===== src/rtl/bitstream_buffer_fill.sv =====
// bitstream_buffer_fill
// Circular 128-bit bitstream buffer sitting between the bitstream memory
// port and the parser. Eight 16-bit slots are prefetched from memory and
// refilled as the parser's bit pointer moves past them. The 16-bit window
// starting at the registered pointer is presented to the parser with zero
// latency and wraps from bit 127 back to bit 0.
//
// Ports
//   clk           clock, all state on the rising edge
//   reset_n       asynchronous active-low reset
//   start         one-cycle pulse, (re)start fetching at start_addr
//   start_addr    first memory word address of the stream
//   pc            next bit pointer from the parser, sampled every clock
//   mem_rd_req    one-cycle read request pulse
//   mem_rd_addr   word address, valid while mem_rd_req is high
//   mem_rd_valid  read data valid, any latency of one or more cycles
//   mem_rd_data   read data word, MSB is the earliest bitstream bit
//   bs_window     buffer bits [pc_q .. pc_q+15] mod 128, bit 15 = bit at pc_q
//   bs_ready      enough valid words buffered and streaming
//   underrun      sticky flag, the parser outran the buffer

module bitstream_buffer_fill #(
   parameter int ADDR_W    = 17,
   parameter int READY_MIN = 3
) (
   input  logic              clk,
   input  logic              reset_n,
   input  logic              start,
   input  logic [ADDR_W-1:0] start_addr,
   input  logic [6:0]        pc,
   output logic              mem_rd_req,
   output logic [ADDR_W-1:0] mem_rd_addr,
   input  logic              mem_rd_valid,
   input  logic [15:0]       mem_rd_data,
   output logic [15:0]       bs_window,
   output logic              bs_ready,
   output logic              underrun
);

   typedef enum logic [1:0] {
      IDLE,
      PREFILL,
      STREAM
   } state_t;

   state_t            state;
   state_t            state_next;

   logic [6:0]        pc_q;
   logic [3:0]        count;
   logic [3:0]        count_next;
   logic [2:0]        wr_slot;
   logic [ADDR_W-1:0] rd_addr;
   logic              outstanding;
   logic              drop;
   logic              underrun_q;

   logic [15:0]       slots [8];

   logic [2:0]        freed;
   logic              accept;
   logic              issue;
   logic              clamp;
   logic              moved_unready;
   logic [6:0]        win_idx;

   // Slot bookkeeping for this cycle. freed counts how many slot
   // boundaries the parser crossed between the registered pointer and the
   // new one. Data is only accepted for a request of the current stream,
   // so a drop in progress or a restart this cycle discards it. A new
   // request needs a free slot and no read in flight; a restart suppresses
   // it because the address register is about to be reloaded.
   always_comb begin
      freed         = pc[6:4] - pc_q[6:4];
      accept        = mem_rd_valid && outstanding && !drop && !start;
      issue         = (state != IDLE) && !outstanding && !drop
                      && (count < 4'd8) && !start;
      clamp         = (state != IDLE) && ({1'b0, freed} > count);
      moved_unready = (state == STREAM) && (pc != pc_q) && !bs_ready;
   end

   // Valid word count. A write and a free in the same cycle both apply;
   // freeing more slots than are valid is an underrun and pins the count
   // at zero instead of letting it wrap.
   always_comb begin
      count_next = count;
      if (state != IDLE) begin
         if (clamp) begin
            count_next = 4'd0;
         end else begin
            count_next = count + {3'b000, accept} - {1'b0, freed};
         end
      end
   end

   // State register.
   always_ff @(posedge clk or negedge reset_n) begin
      if (!reset_n) begin
         state <= IDLE;
      end else begin
         state <= state_next;
      end
   end

   // Next-state logic. A restart wins from any state; prefill ends once
   // every slot holds a word of the new stream.
   always_comb begin
      state_next = state;
      if (start) begin
         state_next = PREFILL;
      end else begin
         case (state)
            IDLE:    state_next = IDLE;
            PREFILL: if (count == 4'd8) state_next = STREAM;
            STREAM:  state_next = STREAM;
            default: state_next = IDLE;
         endcase
      end
   end

   // Pointer, fill and request tracking. On a restart with a read still
   // in flight the returning word belongs to the old stream; drop remembers
   // to swallow it and blocks new requests until it has come back. If the
   // old word returns in the restart cycle itself it is simply discarded.
   always_ff @(posedge clk or negedge reset_n) begin
      if (!reset_n) begin
         pc_q        <= 7'd0;
         count       <= 4'd0;
         wr_slot     <= 3'd0;
         rd_addr     <= '0;
         outstanding <= 1'b0;
         drop        <= 1'b0;
         underrun_q  <= 1'b0;
      end else begin
         pc_q <= pc;
         if (start) begin
            count      <= 4'd0;
            wr_slot    <= pc[6:4];
            rd_addr    <= start_addr;
            underrun_q <= 1'b0;
            if (outstanding) begin
               if (mem_rd_valid) begin
                  outstanding <= 1'b0;
                  drop        <= 1'b0;
               end else begin
                  drop <= 1'b1;
               end
            end
         end else begin
            count <= count_next;
            if (accept) begin
               wr_slot <= wr_slot + 3'd1;
            end
            if (issue) begin
               outstanding <= 1'b1;
               rd_addr     <= rd_addr + ADDR_W'(1);
            end else if (mem_rd_valid && outstanding) begin
               outstanding <= 1'b0;
               drop        <= 1'b0;
            end
            if (clamp || moved_unready) begin
               underrun_q <= 1'b1;
            end
         end
      end
   end

   // Word storage. Contents are never cleared; the window is masked until
   // a stream has been started.
   always_ff @(posedge clk) begin
      if (accept) begin
         slots[wr_slot] <= mem_rd_data;
      end
   end

   // Window extraction. Buffer bit b lives in slot b/16 at word bit
   // 15 - b%16, so the seven-bit index wraps naturally from 127 to 0.
   always_comb begin
      bs_window = 16'h0000;
      win_idx   = 7'd0;
      if (state != IDLE) begin
         for (int i = 0; i < 16; i++) begin
            win_idx          = pc_q + 7'(i);
            bs_window[15-i]  = slots[win_idx[6:4]][4'd15 - win_idx[3:0]];
         end
      end
   end

   assign mem_rd_req  = issue;
   assign mem_rd_addr = rd_addr;
   assign bs_ready    = (state == STREAM) && (count >= 4'(READY_MIN));
   assign underrun    = underrun_q;

endmodule


===== config.mk =====
export PLATFORM = sky130hd
export DESIGN_NAME = bitstream_buffer_fill
export DESIGN_NICKNAME = d
export VERILOG_FILES = /design/src/rtl/bitstream_buffer_fill.sv
export SDC_FILE = /design/constraint.sdc
export NUM_CORES = 2
export LEC_CHECK = 0
export ABC_AREA = 1
export CORE_MARGIN = 3
export CORE_UTILIZATION = 35
export CTS_BUF_LIST = sky130_fd_sc_hd__clkbuf_8
export DETAILED_ROUTE_END_ITERATION = 10
export PLACE_DENSITY_LB_ADDON = 0.12
export SYNTH_ARGS = -nofsm -noshare
export SYNTH_HDL_FRONTEND = slang
export SYNTH_SLANG_ARGS = --single-unit

===== constraint.sdc =====
create_clock -name clk -period 3.31 [get_ports clk]
set_input_delay 0.331 -clock clk [delete_from_list [all_inputs] [get_ports clk]]
set_output_delay 0.331 -clock clk [all_outputs]
set_load 0.005 [all_outputs]

# Word level (Yosys, flattened, before mapping)
# Memories as Yosys holds them, arrays and structs flattened.
# Index checks and enable logic that the tools add are counted.
[classes] n_addsub=36 n_lt_le_gt_ge=19 n_eq_ne=7 muxes=55 reduce_logical=24
[ops] operator="$lt 4x5->1 const B" n=16
[ops] operator="$bmux 1 s4" n=16
[ops] operator="$sub 4x4->4 const A" n=16
[ops] operator="$add 7x4->7 const B" n=8
[ops] operator="$mux 17" n=2
[ops] operator="$add 7x3->7 const B" n=4
[ops] operator="$mux 1" n=28
[ops] operator="$add 17x1->17 const B" n=1
[ops] operator="$mux 16" n=1
[ops] operator="$add 7x2->7 const B" n=2
[ops] operator="$mux 4" n=3
[ops] operator="$reduce_bool 2->1" n=6
[ops] operator="$logic_and 1x1->1" n=11
[ops] operator="$add 7x1->7 const B" n=1
[ops] operator="$ne 7x7->1" n=1
[ops] operator="$mux 3" n=2
[ops] operator="$add 4x1->4" n=1
[ops] operator="$eq 4x4->1 const B" n=1
[ops] operator="$ge 4x2->1 const B" n=1
[ops] operator="$gt 3x4->1" n=1
[ops] operator="$logic_not 1->1" n=4
[ops] operator="$lt 4x4->1 const B" n=1
[ops] operator="$mux 2" n=2
[ops] operator="$pmux 2 s2" n=1
[ops] operator="11 further kinds" n=11
[word_totals] regBits=36 ramBits=128 in_bits=44 output_inout_bits=36 word_cells=150 memories=1
[mem_list] memory="slots" depth=8 word_bits=16 rd=16 rd_ports_with_merged_regs=0 wr=1 line_no="58" text="logic [15:0] slots [8];"

# Logic depth before layout (Yosys ltp)
[logic_depth] depth_word=8 depth_mapped=22 ltp_nobuf=18

# Least setup slack after synthesis
# No wires, ideal clock.
[synth_timing] path_kind="register -> output" from="register pc_q[0]" to="output bs_window[12]" t_arrival_ps=2856 required_time_ps=2979 setup_slack_ps=123 path_stages_with_launch=18 path_buffers=5 cell_sequence="dfrtp_1 -> buf_2 -> inv_2 -> clkbuf_1 -> clkbuf_1 -> ha_1 -> inv_1 -> nand3_1 -> nand2_1 -> buf_2 -> buf_2 -> o211ai_1 -> nand3_1 -> nand3_1 -> nand3_1 -> nand3_1 -> a21oi_1 -> nor2_1"
[synth_between] elab_chain_len=5 word_cells_on_any_way=6 classes_between="add/sub: 2; mux: 3; memory: 1"
[synth_rtl] item="from (decl)" line_no="49" text="logic [6:0] pc_q;"
[synth_rtl] item="from (signal assigned)" line_no="135" text="pc_q <= pc;"
[synth_rtl] item="$add 7x2->7 *" line_no="183" text="win_idx = pc_q + 7'(i);"
[synth_rtl] item="$sub 4x4->4 or $mem_v2 8x16 (tied branches)"
[synth_rtl] item="$bmux 1 s4 *" line_no="184" text="bs_window[15-i] = slots[win_idx[6:4]][4'd15 - win_idx[3:0]];"
[synth_rtl] item="$mux 1 (implied by the code) *" line_no="184"
[synth_rtl] item="$mux 16 *" line_no="181" text="if (state != IDLE) begin"
[synth_rtl] item="to (decl)" line_no="35" text="output logic [15:0] bs_window,"
# Mark *: on every way between the ends. The rest lies on a longest branch, timed or not. The select of a mux whose other input is x is not followed.

# Worst setup path in the final report
[layout_timing] from="register pc_q[2]" to="output bs_window[14]"
[layout_between] elab_chain_len=5 word_cells_on_any_way=6 classes_between="add/sub: 2; mux: 3; memory: 1"
[layout_rtl] item="$add 7x1->7 *" line_no="183"
[layout_rtl] item="$sub 4x4->4 or $mem_v2 8x16 (tied branches)"
[layout_rtl] item="$bmux 1 s4 *" line_no="184"
[layout_rtl] item="$mux 1 (implied by the code) *" line_no="184"
[layout_rtl] item="$mux 16 *" line_no="181"
# Marked as above.

==> qor.yml <==
outcome:
  run_status: "finished with violations"
  violations: "negative setup slack"
detailed_routing:
  remaining_drc_errors: 0
  wl_um: 220900
  firstDrtPassIters: 10
  drtAntennaViolNets: 0
  initialDrtViolationCount: 8846
  routed_via_density: 6.629
  vias: 44150
  wl_per_cell_um: 33.17
timing:
  relSlewSlack: 0.4068
  tightestPinTransition_ns: 0.8898
  finalSetupViolCount: 16
  max_freq_mhz: 246.2
  holdWs_ns: 0.2810
  hold_viol: 0
  skew_ns: 0.02913
  rsz0062_at_grt: "true"
  tns_ns: -9.039
  slew_viol_final: 0
  period_needed_ns: 4.062
  setup_ws_ns: -0.7523
  finalCritPeriodShare: 1.227
clock_tree:
  numCtsBuffers: 17
  cts_tree: "done"
  worstSkewPairLatency_ns: 0.65
  cts_root_buf: "clkbuf_8"
  path_clk_slew_ns: 0.15
  htreeDepth: 4
  cts_buffer_depth: 2
  numClockSinks: 164
yosys:
  ys_types: 45
  syn-num-nets: 5233
  yosysMostFrequentCell: "nand2_1"
  syn_avg_cell_area_um2: 5.486
  synth_area_um2: 28270
  ys_top_cells_by_count: "nand2_1 (1823), nand3_1 (1393), o21ai_0 (342)"
  ys_seq_area_frac: 0.1678
  synth_top_area_cell: "nand3_1"
  synth_edf_count: 128
  synth_cells: 5154
  synth_area_leaders: "nand3_1 (25%), nand2_1 (24%), edfxtp_1 (14%)"
  synth_ff_type: "edfxtp_1"
  async_flop_share: 0.2195
  synth_top_area_frac: 0.2466
  ys_seq_elements: 164
  yosysWarningCount: 0
grt:
  grt_pass1_vias: 37730
  grt_antenna_before_repair: 16
  grt_pass1_wl_um: 285900
  grt_remaining_overflow: 0
  grt_max_degree: 66
  grt_use_total: 0.4690
finish:
  syn2layout_area_growth_pct: 47.82
  layout.nets: 5662
  design_area_um2: 41800
  final_layout_size_suffix_gt1_frac: 0.2595
  fillerInstances: 7889
critical_path:
  worst_ep_required_time_ns: 2.98
  r2r-start: "pc_q[4]$_DFF_PN0_"
  path_class: "register to primary output"
  cp_data_arrival_time_ns: 3.73
  worstSetupStartpointType: "register"
  endpoint_kind: "primary output"
  crit_fanout: 9
  ff2ff_setup_slack_ns: 0.31
  r2r-end: "count[3]$_DFFE_PN0P_"
  crit_start: "pc_q[2]$_DFF_PN0_"
  r2r_cells: 12
power_and_ir_drop:
  pwr_density_cell_nw_per_um2: 305.3
  p_leak_nw: 18.13
  total_power_mw: 12.76
  vdd_ir_drop_max_mv: 0.3448
placement:
  hpwl_um: 140700
  placed_area_um2: 34990
  portBuffers: 79
  gp_congestion: 1.085
hold_path:
  min_from: "start_addr[2]"
  whs_endpoint: "mem_rd_addr[2]$_DFFE_PN0P_"
  hold_depth: 3
  holdCritPathClass: "input port to register"
floorplanning:
  core_um2: 79520
  start_util: 0.3556
  die_area_um2: 84230
  fp.dieH_um: 290.2
  ioPinCount: 80
  chipWidth_um: 290.2
  rows: 103
job:
  drv_cap: 0
cells by family (layout without fill, tap and decap cells):
kind of cell | Yosys count | after routing | share of synthesized area
AND/OR/NAND/NOR | 3378 | 3380 | 0.5135
AO/OA/AOI/OAI | 775 | 775 | 0.1666
buffers and inverters | 754 | 1193 | 0.1161
flip-flops | 164 | 164 | 0.1678
XOR/XNOR | 48 | 49 | 0.01991
adder cells (fa/ha/maj) | 35 | 35 | 0.01602
other | 0 | 14 | 0
worst max-delay path by stage:
stage / end / slack, ns / cells after the start
CTS: bs_window[9] / -0.96 / 20
finish: bs_window[14] / -0.75 / 19
detailed placement: bs_window[14] / -0.69 / 15
global route: bs_window[13] / -0.73 / 22
global placement: bs_window[14] / -0.70 / 15
floorplan: bs_window[12] / 0.12 / 17
critical path, cell delays in order (launching register included):
cell	delay, ns
dfrtp_1	0.45
buf_12	0.16
buf_6	0.12
ha_4	0.16
buf_4	0.14
nand2_2	0.07
inv_2	0.06
buf_4	0.13
a21oi_4	0.16
buf_12	0.15
buf_4	0.22
o211ai_1	0.13
nand3_1	0.13
nand3_2	0.11
nand3_4	0.14
nand3_4	0.14
nand2_4	0.11
nor2_4	0.04
nor2_4	0.25
buf_2	0.18
report_power, final:
part           internal (mW)  switching (mW)  total (mW)
Clock                  0.703            1.07        1.77
Combinational           3.25            5.24        8.50
Sequential              2.34           0.151        2.49
Total                   6.30            6.46        12.8
layer usage:
layer	global-route usage	up-vias	wire length (um)
li1	-	18380	-
met1	0.5901	20140	76480
met2	0.6528	4289	83880
met3	0.1402	1331	34220
met4	0.3943	12	26260
met5	0	-	81
placed cells by master (no fill, tap or decap), types with 16 or more instances in the layout:
| master | count |
|---|---|
| a21oi_1 | 84 |
| buf_12 | 177 |
| buf_16 | 19 |
| buf_4 | 529 |
| buf_6 | 83 |
| buf_8 | 18 |
| clkbuf_16 | 44 |
| clkbuf_8 | 17 |
| clkdlybuf4s50_1 | 62 |
| dfrtp_1 | 30 |
| edfxtp_1 | 128 |
| ha_1 | 17 |
| inv_1 | 168 |
| nand2_1 | 1680 |
| nand2_2 | 86 |
| nand2_4 | 62 |
| nand3_1 | 1162 |
| nand3_2 | 199 |
| nand3_4 | 34 |
| nor2_1 | 89 |
| nor2_4 | 25 |
| o211ai_1 | 306 |
| o21ai_0 | 303 |
| o21ai_1 | 43 |
| xor2_1 | 16 |
| xor2_4 | 17 |
flip-flops by register name (all words and copies together), names as in the netlist:
name / count
slots: 128
count: 4
outstanding: 1
pc_q: 7
underrun: 1
drop: 1
wr_slot: 3
state: 2
mem_rd_addr: 17
cell type report:
type | instances | area, um^2 | area share
tap | 1050 | 1314 | 0.03143
timing repair inverter | 1 | 7.507 | 0.0001796
timing repair buffer | 948 | 11150 | 0.2667
inverter | 212 | 879.6 | 0.02105
clock buffer | 17 | 234.0 | 0.005598
sequential | 164 | 4760 | 0.1139
antenna | 14 | 35.03 | 0.0008382
multi-input combinational | 4239 | 23240 | 0.5560
clock inverter | 15 | 182.7 | 0.004371
through the flow:
step,setup slack [ns],cells,utilization
after detailed placement,-0.6874,6414,0.4400
after global routing,-0.7340,6652,0.5254
after global placement,-0.6968,6414,0.4400
final,-0.7523,6660,0.5256
after floorplan,0.1231,5154,-
after CTS,-0.9648,6527,0.4780
what timing repair did:
action	CTS	global route
cloned	22	52
setup endpoints to repair	16	17
pin swaps	79	257
setup buffers	62	80
hold buffers	1	0
gates resized for setup	368	498
endpoints found under the hold margin	36	0
No activity file was read; power rests on OpenSTA's default activity.
